## src/rtl/ibex_rvfi_trace_streamer_pkg.sv

```systemverilog
// Shared types for the RVFI trace streamer: the packed header word, the full
// five-word trace record, and the serializer word-index encoding.
package ibex_rvfi_trace_streamer_pkg;

    localparam int unsigned TraceWordsPerRec = 5;
    localparam int unsigned TraceOrderBits   = 13;

    // Header word W0, listed MSB first so the struct packs into bits [31:0].
    typedef struct packed {
        logic [4:0]                rd_addr;
        logic [3:0]                mem_rmask;
        logic [3:0]                mem_wmask;
        logic                      trap;
        logic                      intr;
        logic                      halt;
        logic [1:0]                mode;
        logic                      dropped;
        logic [TraceOrderBits-1:0] order;
    } trace_hdr_t;

    // One captured retirement record, in the order the words go on the wire.
    typedef struct packed {
        logic [31:0] mem_addr;
        logic [31:0] rd_wdata;
        logic [31:0] insn;
        logic [31:0] pc_rdata;
        trace_hdr_t  hdr;
    } trace_rec_t;

    // Serializer word index; the value is also the wire position of the word.
    typedef enum logic [2:0] {
        WORD_HDR   = 3'd0,
        WORD_PC    = 3'd1,
        WORD_INSN  = 3'd2,
        WORD_WDATA = 3'd3,
        WORD_MADDR = 3'd4
    } trace_word_e;

    // Pick one 32-bit wire word out of a record.
    function automatic logic [31:0] rec_word(input trace_rec_t rec, input trace_word_e word);
        logic [31:0] w;
        w = '0;
        case (word)
            WORD_HDR:   w = rec.hdr;
            WORD_PC:    w = rec.pc_rdata;
            WORD_INSN:  w = rec.insn;
            WORD_WDATA: w = rec.rd_wdata;
            WORD_MADDR: w = rec.mem_addr;
            default:    w = '0;
        endcase
        return w;
    endfunction

endpackage

```

## src/rtl/ibex_trace_rec_fifo.sv

```systemverilog
// Record FIFO for the trace streamer: storage, wrapping pointers, occupancy
// count and full/empty flags. A push while full is accepted only when a pop
// happens in the same cycle.
module ibex_trace_rec_fifo
    import ibex_rvfi_trace_streamer_pkg::*;
#(
    parameter int unsigned Depth = 8
) (
    input  logic                     clk_i,
    input  logic                     rst_ni,
    input  logic                     i_push,
    input  logic                     i_pop,
    input  trace_rec_t               i_wdata,
    output trace_rec_t               o_rdata,
    output logic                     o_full,
    output logic                     o_empty,
    output logic [$clog2(Depth):0]   o_level
);

    localparam int unsigned PtrW = $clog2(Depth);
    localparam logic [PtrW:0] DepthCnt = Depth[PtrW:0];

    trace_rec_t        r_mem [Depth];
    logic [PtrW-1:0]   r_wr_ptr;
    logic [PtrW-1:0]   r_rd_ptr;
    logic [PtrW:0]     r_count;
    logic              w_push_ok;
    logic              w_pop_ok;

    assign o_full    = (r_count == DepthCnt);
    assign o_empty   = (r_count == '0);
    assign o_level   = r_count;
    assign o_rdata   = r_mem[r_rd_ptr];
    assign w_pop_ok  = i_pop && !o_empty;
    assign w_push_ok = i_push && (!o_full || w_pop_ok);

    // Record storage write.
    // NOTE: the storage array has no reset; r_count alone decides which entries are valid.
    always_ff @(posedge clk_i) begin
        if (w_push_ok) begin
            r_mem[r_wr_ptr] <= i_wdata;
        end
    end

    // Pointers wrap naturally because Depth is a power of two; count tracks +push -pop.
    always_ff @(posedge clk_i or negedge rst_ni) begin
        if (!rst_ni) begin
            r_wr_ptr <= '0;
            r_rd_ptr <= '0;
            r_count  <= '0;
        end else begin
            if (w_push_ok) r_wr_ptr <= r_wr_ptr + 1'b1;
            if (w_pop_ok)  r_rd_ptr <= r_rd_ptr + 1'b1;
            case ({w_push_ok, w_pop_ok})
                2'b10:   r_count <= r_count + 1'b1;
                2'b01:   r_count <= r_count - 1'b1;
                default: r_count <= r_count;
            endcase
        end
    end

endmodule

```

## src/rtl/ibex_rvfi_trace_streamer.sv

```systemverilog
// RVFI trace streamer: captures retired-instruction records into a FIFO and
// sends each one as five 32-bit words over a valid/ready port. Records that
// arrive while the FIFO is full are dropped, counted, and flagged in the
// header of the next record that does get through.
module ibex_rvfi_trace_streamer
    import ibex_rvfi_trace_streamer_pkg::*;
#(
    parameter int unsigned Depth        = 8,
    parameter int unsigned DropCntWidth = 16
) (
    input  logic                      clk_i,
    input  logic                      rst_ni,
    input  logic                      enable_i,
    input  logic                      drop_clr_i,
    input  logic                      rvfi_valid,
    input  logic [63:0]               rvfi_order,
    input  logic [31:0]               rvfi_insn,
    input  logic                      rvfi_trap,
    input  logic                      rvfi_halt,
    input  logic                      rvfi_intr,
    input  logic [1:0]                rvfi_mode,
    input  logic [4:0]                rvfi_rd_addr,
    input  logic [31:0]               rvfi_rd_wdata,
    input  logic [31:0]               rvfi_pc_rdata,
    input  logic [31:0]               rvfi_mem_addr,
    input  logic [3:0]                rvfi_mem_rmask,
    input  logic [3:0]                rvfi_mem_wmask,
    output logic                      trace_valid_o,
    input  logic                      trace_ready_i,
    output logic [31:0]               trace_data_o,
    output logic                      trace_last_o,
    output logic [DropCntWidth-1:0]   drop_cnt_o,
    output logic [$clog2(Depth):0]    fifo_level_o
);

    trace_word_e               r_word;
    trace_word_e               w_word_next;
    logic [DropCntWidth-1:0]   r_drop_cnt;
    logic                      r_drop_pending;
    trace_rec_t                w_new_rec;
    trace_rec_t                w_head;
    logic                      w_full;
    logic                      w_empty;
    logic                      w_xfer;
    logic                      w_pop;
    logic                      w_capture;
    logic                      w_push;
    logic                      w_drop;

    // The last-word handshake frees a slot in the same cycle, so a capture
    // arriving then is pushed rather than dropped.
    assign w_xfer    = !w_empty && trace_ready_i;
    assign w_pop     = w_xfer && (r_word == WORD_MADDR);
    assign w_capture = rvfi_valid && enable_i;
    assign w_push    = w_capture && (!w_full || w_pop);
    assign w_drop    = w_capture && w_full && !w_pop;
    assign drop_cnt_o = r_drop_cnt;

    // Assemble the record to capture from the current RVFI strobe.
    always_comb begin
        w_new_rec               = '0;
        w_new_rec.hdr.rd_addr   = rvfi_rd_addr;
        w_new_rec.hdr.mem_rmask = rvfi_mem_rmask;
        w_new_rec.hdr.mem_wmask = rvfi_mem_wmask;
        w_new_rec.hdr.trap      = rvfi_trap;
        w_new_rec.hdr.intr      = rvfi_intr;
        w_new_rec.hdr.halt      = rvfi_halt;
        w_new_rec.hdr.mode      = rvfi_mode;
        w_new_rec.hdr.dropped   = r_drop_pending;
        w_new_rec.hdr.order     = rvfi_order[TraceOrderBits-1:0];
        w_new_rec.pc_rdata      = rvfi_pc_rdata;
        w_new_rec.insn          = rvfi_insn;
        w_new_rec.rd_wdata      = rvfi_rd_wdata;
        w_new_rec.mem_addr      = rvfi_mem_addr;
    end

    ibex_trace_rec_fifo #(
        .Depth (Depth)
    ) u_fifo (
        .clk_i   (clk_i),
        .rst_ni  (rst_ni),
        .i_push  (w_push),
        .i_pop   (w_pop),
        .i_wdata (w_new_rec),
        .o_rdata (w_head),
        .o_full  (w_full),
        .o_empty (w_empty),
        .o_level (fifo_level_o)
    );

    // Saturating drop counter; a clear that coincides with a drop leaves 1.
    always_ff @(posedge clk_i or negedge rst_ni) begin
        if (!rst_ni) begin
            r_drop_cnt <= '0;
        end else if (drop_clr_i) begin
            r_drop_cnt <= w_drop ? {{(DropCntWidth-1){1'b0}}, 1'b1} : '0;
        end else if (w_drop && (r_drop_cnt != '1)) begin
            r_drop_cnt <= r_drop_cnt + 1'b1;
        end
    end

    // Remember a gap until the next accepted record carries the flag out.
    always_ff @(posedge clk_i or negedge rst_ni) begin
        if (!rst_ni) begin
            r_drop_pending <= 1'b0;
        end else if (w_drop) begin
            r_drop_pending <= 1'b1;
        end else if (w_push) begin
            r_drop_pending <= 1'b0;
        end
    end

    // Serializer state register: the word index of the head record.
    // NOTE: sequential state uses non-blocking assignments so every register samples pre-edge values.
    always_ff @(posedge clk_i or negedge rst_ni) begin
        if (!rst_ni) begin
            r_word <= WORD_HDR;
        end else begin
            r_word <= w_word_next;
        end
    end

    // Next word index: advance on each handshake, wrap to the header after W4.
    // NOTE: every comb output gets a default first so no latch is inferred.
    always_comb begin
        w_word_next = r_word;
        if (w_xfer) begin
            if (r_word == WORD_MADDR) begin
                w_word_next = WORD_HDR;
            end else begin
                w_word_next = trace_word_e'(r_word + 3'd1);
            end
        end
    end

    // Stream outputs: data is forced to zero when idle so nothing undefined leaks out.
    always_comb begin
        trace_valid_o = !w_empty;
        trace_data_o  = '0;
        trace_last_o  = 1'b0;
        if (!w_empty) begin
            trace_data_o = rec_word(w_head, r_word);
            trace_last_o = (r_word == WORD_MADDR);
        end
    end

endmodule
```

## config.mk

```make
export PLATFORM = sky130hd
export DESIGN_NAME = ibex_rvfi_trace_streamer
export DESIGN_NICKNAME = d
export VERILOG_FILES = /design/src/rtl/ibex_rvfi_trace_streamer_pkg.sv /design/src/rtl/ibex_trace_rec_fifo.sv /design/src/rtl/ibex_rvfi_trace_streamer.sv
export SDC_FILE = /design/constraint.sdc
export NUM_CORES = 1
export LEC_CHECK = 0
export BUFFER_PORTS_ARGS = -buffer_cell sky130_fd_sc_hd__buf_2
export CORE_UTILIZATION = 53
export DETAILED_ROUTE_END_ITERATION = 8
export PLACE_DENSITY_LB_ADDON = 0.08
export SLEW_MARGIN = 20
export SYNTH_ARGS = -nofsm -noshare
export SYNTH_HDL_FRONTEND = slang
export SYNTH_SLANG_ARGS = --single-unit
```

## constraint.sdc

```tcl
create_clock -name clk_i -period 52.5 [get_ports clk_i]
set_clock_uncertainty 0.2 [all_clocks]
set_input_delay 13.125 -clock clk_i [delete_from_list [all_inputs] [get_ports clk_i]]
set_output_delay 13.125 -clock clk_i [all_outputs]
set_load 0.05 [all_outputs]
```

==> out/results.ini <==
[run_status]
status=completed

[floorplan]
die_w_um=311
rows=112
die_h_um=311
dieArea_um2=96600
num_io_pins=270
initial_utilization_pct=53.8
core_um2=93900

[sta]
slew_viol_final=0
slew_headroom_pct=23.6
hold_viol=0
tns_ns=0
fin_ws_ns=34.18
worstMarginPinSlew_ns=1.14
fin_crit_sh_pct=34.9
rsz0062_at_grt=false
setup_violations=0
fmax_mhz=54.6
finalCriticalPeriod_ns=18.32

[synth]
synth_top_family_by_area=multiplexers
ys_ff_latch=1310
syn_area_um2=50500
synthAdderAreaFrac_pct=0.272
async_flop_share_pct=2.29
synth_edf_count=1280
ys.flop_type=edfxtp_1
syn_area_per_cell_um2=21.1
ys_warn_count=0
synth_simple_gate_area_share_pct=1.57
synthTopCellsByArea=edfxtp_1 76%, mux4_2 9.8%, mux2i_1 4.2%
ys_seq_area_share_pct=77.6
synthCells=2390
synthXorXnorAreaFrac_pct=0.208
synthDominantCellAreaShare_pct=76.1
synth_fp_nets=2617
synth-compound-area-share_pct=4.26
synthDistinctLibCells=49
synth_mux_area_share_pct=14.8
yosysTopAreaCell=edfxtp_1

[detailed_routing]
wirelength_um=116000
drtIter0Drc=2137
ant_nets=0
post_drt_wl_per_cell_um=29.0
via_count=24500
drcViolationCount=0
via_per_inst=6.12
first_pass_iters=5

[global_routing]
grt_pass1_wl_um=170000
antenna_found_initial=32
grt_use_total_pct=24.3
grt_max_degree=148
first_global_vias=25400
overflow=0

[pwr]
ir_worst_vdd_uv=48.2
p_leak_nw=18.5
power_density_nw_per_um2=52.6

[final_layout]
fillCellCount=6645
layout_common_cells=1,280 x edfxtp_1, 219 x mux4_2, 218 x buf_2
instances_no_fill=4012
fin_area_um2=57200
nets=2883
layout_commonest_cell=edfxtp_1
layout-drive-gt1-share_pct=26.3
area_delta_synth_final_pct=13.1

[critical_path]
reg2reg_from=r_word[0]
rr_worst_depth=11
critPathMaxFanout=147
crit_arrival_ns=5.00
worstSetupEndpointType=output pin
critPathBufInv=3
slowest_delay_ns=0.97
cp-start-kind=flip-flop
r2r_end=u_fifo.r_mem[7][138]
path_cells=buf_12 > buf_12 > mux4_2 > a22o_1 > o21ai_0 > a31oi_1 > buf_2
cp.required_ns=39.17
reg2reg_setup_slack_ns=46.60
path_delay_family=buffers and inverters
crit_type=reg -> out
slowest_stage=dfrtp_4
cp_common_cell=buf_12

[worst_hold_path]
hold_end=u_fifo.o_level[3]
min-delay-start=u_fifo.o_level[3]
whs_path_depth=1
hp-class=reg -> reg

[clocking]
cts-resized-gates=0
clock-sinks=1310
clockBufferDepth=3
postCtsHoldBufs=0
cts_setup_buffers=0
cts_buffers=136
clkLatencyLatePin_ns=0.72
htreeDepth=4
cts-root-buf=clkbuf_16
cts_tree=done
path_clk_slew_ns=0.06

[placed_design]
dpl_cell_area_um2=53100
dp_hpwl_um=63800
placement.io_buffers=218
post-place-ws_ns=34.35
dp_cells=3772
place_congestion=0.768

[flow_run]
cap_viol_max_count=0

## worst max-delay path by stage
stage / slack [ns] / endpoint / from / cells after the start
final: 34.18 / trace_data_o[31] / u_fifo.r_rd_ptr[1] / 7
after global routing: 33.94 / trace_data_o[20] / u_fifo.r_rd_ptr[1] / 7
after CTS: 34.05 / trace_data_o[20] / u_fifo.r_rd_ptr[1] / 7
after detailed placement: 34.35 / u_fifo.r_mem[7][23] / trace_ready_i / 9
after global placement: 34.37 / u_fifo.r_mem[7][20] / trace_ready_i / 9
after floorplan: 21.11 / u_fifo.r_mem[4][0] / trace_ready_i / 5
## report_power, final
part,internal (mW),total [mW],switching [mW],leakage [nW]
registers,1.23,1.27,0.0409,12.0
logic,0.317,0.855,0.537,4.53
clock network,0.509,0.880,0.371,1.98
total,2.06,3.01,0.950,18.5
## cells in the mapped netlist (all sizes together) (9+ instances only)
master	n
buf	81
clkbuf	57
nand3	11
edfxtp	1280
a22oi	124
ha	11
mux2i	210
a31oi	53
mux2	38
a22o	18
and3	26
a21oi	23
nand2	39
nor2	20
o21ai	14
mux4	219
dfrtp	30
o211ai	9
a21o	25
a221oi	23
## state kept, by name, indices dropped and copies added, names as in the netlist
name	flops
r_word	3
u_fifo.r_rd_ptr	3
u_fifo.r_wr_ptr	3
u_fifo.o_level	4
r_drop_pending	1
u_fifo.r_mem	1280
drop_cnt_o	16
## cell families (layout without fill, tap and decap cells)
kind of cell               Yosys count  count (layout)
other                                0              10
DFF                               1310            1310
AOI/OAI and AO/OA                  301             301
xor gates and xnor gates            12              12
muxes                              467             467
adders and majority gates           11              11
and+or+nand+nor                    145             145
buffers and inverters              144             502
## final cells by class
type / count / area [um2] / share of cell area, %
timing repair buffer: 266 / 1540 / 2.70
inverter: 6 / 22.5 / 0.0394
tap: 1254 / 1570 / 2.74
clock buffer: 170 / 3660 / 6.40
sequential: 1310 / 39200 / 68.6
multi-input combinational: 936 / 10800 / 18.8
antenna: 10 / 25.0 / 0.0438
clock inverter: 60 / 379 / 0.663
## per-layer routing
layer  global-route usage, %  wire length (um)
met5                       0               132
met3                    4.73              7390
met2                    39.9             57800
met4                    7.25              2920
met1                    33.1             48000
## stage by stage
step / util (%) / power (mW) / hold slack, ns
2_1_floorplan: - / 1.91 / 0.327
3_3_place_gp: 56.5 / 2.15 / 0.339
3_5_place_dp: 56.5 / 2.16 / 0.359
4_1_cts: 60.8 / 3.04 / 0.370
5_1_grt: 60.9 / 3.12 / 0.396
6_report: 60.9 / 3.01 / 0.372
Note: power is estimated with default switching activity, not from simulation.
